**config.mk**
```make
export PLATFORM = sky130hd
export DESIGN_NAME = pea_command_scheduler_flat
export DESIGN_NICKNAME = d
export VERILOG_FILES = /design/src/rtl/pea_command_scheduler_if.sv /design/src/rtl/pea_command_scheduler.sv /design/src/flat_wrapper.sv
export SDC_FILE = /design/constraint.sdc
export NUM_CORES = 1
export LEC_CHECK = 0
export ABC_AREA = 1
export BUFFER_PORTS_ARGS = -buffer_cell sky130_fd_sc_hd__buf_2
export CORE_MARGIN = 2
export CORE_UTILIZATION = 53
export CTS_BUF_LIST = sky130_fd_sc_hd__clkbuf_16
export DETAILED_ROUTE_END_ITERATION = 10
export PLACE_DENSITY = 0.81
export SYNTH_ARGS = -nofsm -noshare
export SYNTH_HDL_FRONTEND = slang
export SYNTH_SLANG_ARGS = --single-unit
export TNS_END_PERCENT = 1
```
**constraint.sdc**
```tcl
create_clock -name clk -period 1.9 [get_ports clk]
set_input_delay 0.095 -clock clk [delete_from_list [all_inputs] [get_ports clk]]
set_output_delay 0.095 -clock clk [all_outputs]
set_load 0.01 [all_outputs]
```
**src/rtl/pea_command_scheduler_if.sv**
```systemverilog
// pea_command_scheduler_if: FIFO status/handshake and datapath control bundle for the PEA scheduler
//   master (scheduler): reads command_in, FIFO populations/free space and dp_done;
//                       drives command_rd_en, status_wr_en, status_out, dp_start and dp_mode/a/b/n.
//   slave (FIFOs + datapath): the opposite directions.
interface pea_command_scheduler_if #(
  parameter int word_size = 16,
  parameter int buffer_size = 1024
);
  localparam int aw = $clog2(buffer_size);
  logic [word_size-1:0] command_in;
  logic [aw-1:0] command_pop;
  logic [aw-1:0] data_pop;
  logic [aw-1:0] result_free_space;
  logic [aw-1:0] status_free_space;
  logic command_rd_en;
  logic status_wr_en;
  logic [2*word_size-1:0] status_out;
  logic dp_start;
  logic [1:0] dp_mode;
  logic [2:0] dp_a;
  logic [4:0] dp_b;
  logic [3:0] dp_n;
  logic dp_done;
  modport master (
    input command_in, command_pop, data_pop, result_free_space, status_free_space, dp_done,
    output command_rd_en, status_wr_en, status_out, dp_start, dp_mode, dp_a, dp_b, dp_n
  );
  modport slave (
    output command_in, command_pop, data_pop, result_free_space, status_free_space, dp_done,
    input command_rd_en, status_wr_en, status_out, dp_start, dp_mode, dp_a, dp_b, dp_n
  );
endinterface

```
**src/rtl/pea_command_scheduler.sv**
```systemverilog
// pea_command_scheduler: PEA firing controller that decodes commands, gates them on FIFO resources and sequences the datapath
//   clk  : rising-edge clock
//   rst  : asynchronous active-low reset
//   bus  : master side of pea_command_scheduler_if (command/status FIFOs, populations, datapath start/done)
module pea_command_scheduler #(
  parameter int word_size = 16,
  parameter int buffer_size = 1024
) (
  input logic clk,
  input logic rst,
  pea_command_scheduler_if.master bus
);
  localparam int aw = $clog2(buffer_size);
  typedef enum logic [2:0] {IDLE, FETCH, DECODE, ERROR, WAIT_RES, START, BUSY, STATUS} state_t;
  state_t state, next;
  logic [15:0] cmd;
  logic [7:0] code;
  logic [7:0] valid;
  logic [7:0][3:0] n_tab;
  logic [7:0] op_in, op, dec_code;
  logic [2:0] a_in, a;
  logic [4:0] b_in, b;
  logic st_ok, res_ok, active;
  assign op_in = bus.command_in[15:8];
  assign a_in = bus.command_in[7:5];
  assign b_in = bus.command_in[4:0];
  assign op = cmd[15:8];
  assign a = cmd[7:5];
  assign b = cmd[4:0];
  assign st_ok = bus.status_free_space != '0;
  // Error priority: opcode, STP degree, unset vector, empty batch
  always_comb begin
    dec_code = (op_in == 8'h00 || op_in > 8'h04) ? 8'h01 :
               (op_in == 8'h01 && b_in > 5'd10) ? 8'h02 :
               ((op_in == 8'h02 || op_in == 8'h03) && !valid[a_in]) ? 8'h03 :
               (op_in == 8'h03 && b_in == 5'd0) ? 8'h04 : 8'h00;
  end
  // STP consumes the b+1 coefficients, EVB consumes and produces b words
  always_comb begin
    res_ok = op == 8'h01 ? (bus.data_pop >= aw'(b) + aw'(1)) && st_ok :
             op == 8'h02 ? (bus.data_pop != '0) && (bus.result_free_space != '0) && st_ok :
             (bus.data_pop >= aw'(b)) && (bus.result_free_space >= aw'(b)) && st_ok;
  end
  always_ff @(posedge clk or negedge rst) begin
    if (!rst) state <= IDLE;
    else state <= next;
  end
  always_comb begin
    next = state;
    case (state)
      IDLE: next = bus.command_pop != '0 ? FETCH : IDLE;
      FETCH: next = DECODE;
      DECODE: next = dec_code != 8'h00 ? ERROR : op_in == 8'h04 ? STATUS : WAIT_RES;
      ERROR: next = STATUS;
      WAIT_RES: next = res_ok ? START : WAIT_RES;
      START: next = BUSY;
      BUSY: next = bus.dp_done ? STATUS : BUSY;
      STATUS: next = st_ok ? IDLE : STATUS;
      default: next = IDLE;
    endcase
  end
  // FIFO read data appears the cycle after rd_en, so the token is captured in DECODE
  always_ff @(posedge clk or negedge rst) begin
    if (!rst) begin
      cmd <= '0;
      code <= '0;
      valid <= '0;
      n_tab <= '0;
    end else if (state == DECODE) begin
      cmd <= bus.command_in[15:0];
      code <= dec_code;
      if (dec_code == 8'h00 && op_in == 8'h04) begin
        valid <= '0;
        n_tab <= '0;
      end
    end else if (state == BUSY && bus.dp_done) begin
      code <= 8'h00;
      if (op == 8'h01) begin
        valid[a] <= 1'b1;
        n_tab[a] <= b[3:0];
      end
    end
  end
  always_comb begin
    active = state == START || state == BUSY;
    bus.command_rd_en = state == FETCH;
    bus.dp_start = state == START;
    bus.status_wr_en = state == STATUS && st_ok;
    bus.dp_mode = active ? op[1:0] : 2'd0;
    bus.dp_a = active ? a : 3'd0;
    bus.dp_b = active ? b : 5'd0;
    bus.dp_n = active ? n_tab[a] : 4'd0;
  end
  assign bus.status_out = {{(word_size-16){1'b0}}, cmd, {(word_size-8){1'b0}}, code};
endmodule

```
**src/flat_wrapper.sv**
```systemverilog
// flat-port wrapper written by rule: the top's interface ports become plain ports
module pea_command_scheduler_flat 
#(
  parameter int word_size = 16,
  parameter int buffer_size = 1024
)
  (clk, rst, bus_command_in, bus_command_pop, bus_data_pop, bus_result_free_space, bus_status_free_space, bus_dp_done, bus_command_rd_en, bus_status_wr_en, bus_status_out, bus_dp_start, bus_dp_mode, bus_dp_a, bus_dp_b, bus_dp_n);
  pea_command_scheduler_if #(.word_size(word_size), .buffer_size(buffer_size)) bus_i ();
  input logic clk;
  input logic rst;
  input wire logic [$bits(bus_i.command_in)-1:0] bus_command_in;
  input wire logic [$bits(bus_i.command_pop)-1:0] bus_command_pop;
  input wire logic [$bits(bus_i.data_pop)-1:0] bus_data_pop;
  input wire logic [$bits(bus_i.result_free_space)-1:0] bus_result_free_space;
  input wire logic [$bits(bus_i.status_free_space)-1:0] bus_status_free_space;
  input wire logic [$bits(bus_i.dp_done)-1:0] bus_dp_done;
  output wire logic [$bits(bus_i.command_rd_en)-1:0] bus_command_rd_en;
  output wire logic [$bits(bus_i.status_wr_en)-1:0] bus_status_wr_en;
  output wire logic [$bits(bus_i.status_out)-1:0] bus_status_out;
  output wire logic [$bits(bus_i.dp_start)-1:0] bus_dp_start;
  output wire logic [$bits(bus_i.dp_mode)-1:0] bus_dp_mode;
  output wire logic [$bits(bus_i.dp_a)-1:0] bus_dp_a;
  output wire logic [$bits(bus_i.dp_b)-1:0] bus_dp_b;
  output wire logic [$bits(bus_i.dp_n)-1:0] bus_dp_n;
  assign bus_i.command_in = bus_command_in;
  assign bus_i.command_pop = bus_command_pop;
  assign bus_i.data_pop = bus_data_pop;
  assign bus_i.result_free_space = bus_result_free_space;
  assign bus_i.status_free_space = bus_status_free_space;
  assign bus_i.dp_done = bus_dp_done;
  assign bus_command_rd_en = bus_i.command_rd_en;
  assign bus_status_wr_en = bus_i.status_wr_en;
  assign bus_status_out = bus_i.status_out;
  assign bus_dp_start = bus_i.dp_start;
  assign bus_dp_mode = bus_i.dp_mode;
  assign bus_dp_a = bus_i.dp_a;
  assign bus_dp_b = bus_i.dp_b;
  assign bus_dp_n = bus_i.dp_n;
  pea_command_scheduler #(.word_size(word_size), .buffer_size(buffer_size)) u_core (.clk(clk), .rst(rst), .bus(bus_i));
endmodule
```
## Word-level counts from Yosys, hierarchy flattened

Cells that the tools add are included.

- Register bits after elaboration: 67

- Magnitude comparators: 8
- Reduce and logical (&&, ||, !) cells: 28
- Bitwise logic cells: 1
- Add/subtract/negate cells: 1
- Multiplexer cells: 36
- Equality and inequality tests: 14

Operator list:

| kind | count |
|---|---|
| $mux W32 | 4 |
| $mux W8 | 9 |
| $reduce_bool A10 Y1 | 4 |
| $bwmux W32 | 1 |
| $eq A8 B2 Y1 const B | 3 |
| $pmux W3 S8 | 1 |
| $ge A10 B5 Y1 | 2 |
| $eq A8 B1 Y1 const B | 2 |
| $logic_not A8 Y1 | 2 |
| $bmux W4 S3 | 1 |
| $demux W4 S3 | 1 |
| $eq A3 B3 Y1 const B | 4 |
| $logic_and A1 B1 Y1 | 12 |
| $mux W3 | 4 |
| $mux W4 | 3 |
| $ge A10 B10 Y1 | 1 |
| $eq A8 B3 Y1 const B | 1 |
| $gt A8 B3 Y1 const B | 1 |
| $lt A3 B4 Y1 const B | 2 |
| $or A8 B8 Y8 | 1 |
| $reduce_bool A8 Y1 | 1 |
| $mux W1 | 7 |
| $add A5 B1 Y6 const B | 1 |
| $eq A3 B2 Y1 const B | 2 |
| 14 further kinds | 18 |

## Longest topological paths before layout

- Depth after elaboration: 11
- Gate-level depth with buffers: 16
- Depth with buffers taken out: 16

## Worst setup path after synthesis

Ideal clock, no wire load.

- Path kind: register to register
- Start: register u_core.cmd[0]
- End: register u_core.state[0]
- Setup slack: 112 ps
- Required time: 1,774 ps
- Period minus slack after synthesis: 1,788 ps
- Arrival: 1,661 ps
- Path buffers: 0
- Stages on the path, launching flop included: 14
- Setup time: 126 ps
- Cells stage by stage: dfrtp_1 > ha_1 > nand3_1 > xor2_1 > inv_1 > ha_1 > a21oi_1 > nand2_1 > nor2_1 > nand2_1 > nand2_1 > nor2_1 > nor2_1 > nor2_1

- Longest elaborated chain between the ends: 7
- Elaborated cells between the ends (all ways): 11
- Classes of those cells: add/sub: 1; order compare: 3; mux: 4; reduce/logical: 3

RTL lines:

| what | line | source |
|---|---|---|
| start, declared | pea_command_scheduler.sv:16 | `logic [15:0] cmd;` |
| start signal, assigned | pea_command_scheduler.sv:70 | `cmd <= bus.command_in[15:0];` |
| branches (longest 4 deep; another with $ge A10 B10 Y1) | - |  |
| $mux W1 (*) | pea_command_scheduler.sv:40 | `res_ok = op == 8'h01 ? (bus.data_pop >= aw'(b) + aw'(1)) && st_ok :` |
| $mux W1 (*) | pea_command_scheduler.sv:55 | `WAIT_RES: next = res_ok ? START : WAIT_RES;` |
| $pmux W3 S8 (*) | pea_command_scheduler.sv:50 | `case (state)` |
| named net u_core.next[0] | pea_command_scheduler.sv:15 | `state_t state, next;` |
| end signal, assigned | pea_command_scheduler.sv:46 | `else state <= next;` |
| end, declared | pea_command_scheduler.sv:15 |  |

Mark *: on every way through the listed nets, which the timed path passes.
A chain may end at the register's enable or synchronous reset.

## Worst setup path after layout

- Start: register u_core.state[0]
- End: register u_core.n_tab[0] (netlist name)

- Longest elaborated chain between the ends: 4
- Elaborated cells between the ends (all ways): 8
- Classes of those cells: eq/ne: 3; mux: 1; reduce/logical: 4

RTL lines:

| what | line | source |
|---|---|---|
| $eq A3 B3 Y1 | pea_command_scheduler.sv:76 | `end else if (state == BUSY && bus.dp_done) begin` |
| $logic_and A1 B1 Y1 | pea_command_scheduler.sv:76 |  |
| $reduce_bool A2 Y1 (no source line) | - |  |
| $reduce_and A3 Y1 (no source line) | - |  |
| end signal, assigned by index | pea_command_scheduler.sv:80 | `n_tab[a] <= b[3:0];` |
| end, declared | pea_command_scheduler.sv:19 | `logic [7:0][3:0] n_tab;` |

Several ways; a longest one is shown, not always the timed one.

==> summary.md <==
| Metric | Value |
|---|---|
| Syn Std Cell Area | `3862 µm²` |
| Worst-path clk slew | `~0.060 ns` |
| Vias in the first global route | `~3900` |
| Worst Path Required | `2.17 ns` |
| Hold Vio Cnt, Final | `0` |
| Share of cells above drive strength 1 | `between 20% and 30%` |
| Slew HR | `54.95%` |
| Status | `complete, but fails checks` |
| Flop pwr share | `~29%` |
| Worst-path fanout max | `5` |
| Final setup violation count | `3` |
| Crit path buf inv count | `3` |
| Worst Setup Start Kind | `flip-flop` |
| Total global routing overflow | `0` |
| Sw frac | `between 40% and 50%` |
| RSZ-0062 raised after global routing | `yes` |
| Worst setup margin | `-0.01388 ns` |
| Total Wirelength | `approximately 12000 µm` |
| Yosys cell types | `36` |
| Leak pwr | `around 2.7 nW` |
| Reg2Reg Setup Slack | `-0.01 ns` |
| Fin area | `between 5000 and 6000 µm²` |
| Post-Layout Cell Count | `approximately 780` |
| Reg2Reg Launch Point | `u_core.state[0]` |
| WL met1 | `roughly 4700 µm` |
| Uppermost routed layer | `met4` |
| Post-synth EDFFs | `0` |
| Clock share of power | `between 20 and 30%` |
| Die height | `around 89 µm` |
| Placed Area | `roughly 4500 µm²` |
| Largest net degree at the start of global routing | `30` |
| Synth area leaders | `dfrtp_1 (40%), nand2_1 (19%), nor2_1 (6.2%)` |
| H-tree Lvls | `3` |
| Clk Latency, worst-skew pair | `roughly 0.34 ns` |
| CP cell instances | `buf_4 > nor3_4 > inv_2 > o21ai_2 > o21ai_4 > buf_12 > nor2_2 > nand2_1 > nand2_1` |
| Met3 wire len | `a little under 1000 µm` |
| Tot GR Track Use | `between 20% and 30%` |
| Routed vias | `~4200` |
| CTS tree | `done` |
| Switching pwr | `2.863 mW` |
| Util after Layout | `between 70 and 80%` |
| Failing checks | `negative setup slack` |
| Top-count cell post-synth | `nand2_1` |
| Post-detailed-route via-to-cell ratio | `between 5 and 6` |
| Cell count after synthesis | `around 540` |
| Num rows | `31` |
| Max-Cap Viols | `0` |
| Die Wd | `around 89 µm` |
| Crit Path Class | `reg -> reg` |
| R2R depth | `9` |
| Metal2 WL | `about 6000 µm` |
| CTS root buf | `clkbuf_16` |
| Final GP Congestion | `approximately 0.94` |
| Slowest-stage cell, CP | `dfrtp_1` |
| CP top delay family | `simple AND/OR/NAND/NOR gates` |
| Max Slew Vio Count | `0` |
| P&R area growth vs syn | `34.14%` |
| Combinational fraction of design power | `between 40% and 50%` |
| Worst Max-Slew Pin Slew | `~0.68 ns` |
| Most frequent CP cell | `nand2_1` |
| I/O pin cnt | `~110` |
| Starting DRT DRC Count | `around 470` |
| RR Endpoint | `u_core.n_tab[0]` |
| PortBufs | `between 90 and 100` |
| Post-Place Cells | `about 740` |
| Dpl hpwl | `slightly above 8000 µm` |
| Pwr dens | `1302 nW/µm²` |
| Diode count | `0` |
| Routed wire per std cell | `around 16 µm` |
| Ys async rst share | `100.0%` |
| FMAX | `between 500 and 600 MHz` |
| Core Region | `between 7000 and 8000 µm²` |
| Sequential area share after synthesis | `40.17%` |
| WHS | `~0.0011 ns` |
| Max VDD drop | `~0.00070 V` |
| CTS buffer count | `9` |
| WHS Endpoint | `u_core.cmd[7]` |
| Crit path DAT | `2.19 ns` |
| First-pass GRT wire length | `between 15000 and 20000 µm` |
| Setup crit end kind | `flip-flop` |
| Die area | `about 8000 µm²` |
| Final ANT Viol Nets | `0` |
| # fillers | `543` |
| Final period util | `100.7%` |
| Cell taking the most area after synthesis | `dfrtp_1` |
| Worst path max stage delay | `just over 0.4 ns` |
| DRC | `0` |
| #FFs+latches synth | `between 60 and 70` |
| Initial antenna violation count | `0` |
| Min-delay worst type | `in -> reg` |
| Post-layout min period | `about 1.9 ns` |
| Setup TNS | `-0.02132 ns` |
| Warnings, synthesis | `0` |
| Initial Utilization | `a little over half` |
| Commonest cells post-synth | `nand2_1 (200), nor2_1 (64), dfrtp_1 (62), inv_1 (62), nand3_1 (29)` |
| Clock Tree Buf Depth | `2` |
| Dpl ws | `approximately 0.064 ns` |
| Overall power | `between 6 and 7 mW` |
| Nets | `747` |
| Clk_skew | `between 0.006 and 0.007 ns` |
| Synth Flop Type | `dfrtp_1` |
| Pint | `a little under 4 mW` |
| Post-synth top area share | `40.17%` |
| Clk sinks | `a little over 60` |
| Avg Cell Area, Syn | `~7.1 µm²` |
| Worst hold start | `bus_command_in[7]` |
| First-pass DRT Iterations | `5` |
| Hold path cells | `3` |
-- worst min-delay path: stages --
cell	delay (ns)
buf_2	0.10
nand2_1	0.05
o21ai_0	0.06
-- routing by layer --
metal	vias to the layer above	global-route usage [%]
met5	-	0
met4	0	10.58
met3	49	5.725
met2	263	49.97
met1	1953	37.11
li1	1951	-
-- final cells by class --
type                    instances  area (µm²)  share of cell area (%)
multi-input cells             408        2148                   41.46
flip-flops and latches         62        1560                   30.11
repair buffers                125       765.7                   14.78
inverters                      65       267.8                   5.168
clock buffers                   9       225.2                   4.347
well taps                      99       123.9                   2.391
clock inverters                 7       90.09                   1.739
-- how the worst max path moves through the flow --
| stage | cells past startpoint | to | from |
|---|---|---|---|
| final | 9 | u_core.n_tab[0] | u_core.state[0] |
| after global routing | 13 | u_core.state[0] | u_core.cmd[1] |
| after CTS | 7 | bus_dp_mode[1] | u_core.state[1] |
| after detailed placement | 13 | u_core.state[0] | u_core.cmd[1] |
| after global placement | 13 | u_core.state[0] | u_core.cmd[1] |
| after floorplan | 13 | u_core.state[0] | u_core.cmd[0] |
-- cells in the final DEF, fill, tap and decap left out, types with 13 or more instances in the layout --
cell type / netlist / routed
conb_1: 1 / 13
o21ai_0: 16 / 14
ha_1: 17 / 14
buf_2: 2 / 94
inv_1: 62 / 52
nand3_1: 29 / 23
buf_4: 15 / 21
nand2_1: 200 / 198
dfrtp_1: 62 / 55
nor2_1: 64 / 58
-- cells by family after synthesis --
kind of cell             count (synthesis)  synth area share [%]
buffers and inverters                   84                 9.816
XOR/XNOR                                 3                0.6804
flip-flops                              62                 40.17
AO/OA/AOI/OAI                           49                 8.844
adder cells (fa/ha/maj)                 17                 5.507
AND/OR/NAND/NOR                        326                 34.89
other                                    1               0.09709
-- state kept, by name (all words and copies together) (netlist names) --
signal        count
u_core.cmd       16
u_core.n_tab     32
u_core.valid      8
u_core.state      3
u_core.code       3
-- timing repair --
action,in CTS,in global routing
pin swaps,0,11
gates resized for setup,10,51
endpoints found under the setup margin,6,54
buffers inserted,5,11
hold buffers,5,0
gates cloned,0,1
hold endpoints to repair,31,0
-- power by group through the flow --
stage / clock (mW) / sequential (mW) / combinational, mW
after CTS: 1.75 / 1.86 / 2.62
after global placement: 0 / 1.86 / 2.34
after global routing: 1.83 / 1.96 / 3.37
after detailed placement: 0 / 1.89 / 2.44
final: 1.75 / 1.94 / 3.06
after floorplan: 0 / 1.92 / 1.48
Power figures use the tool's default switching activity.
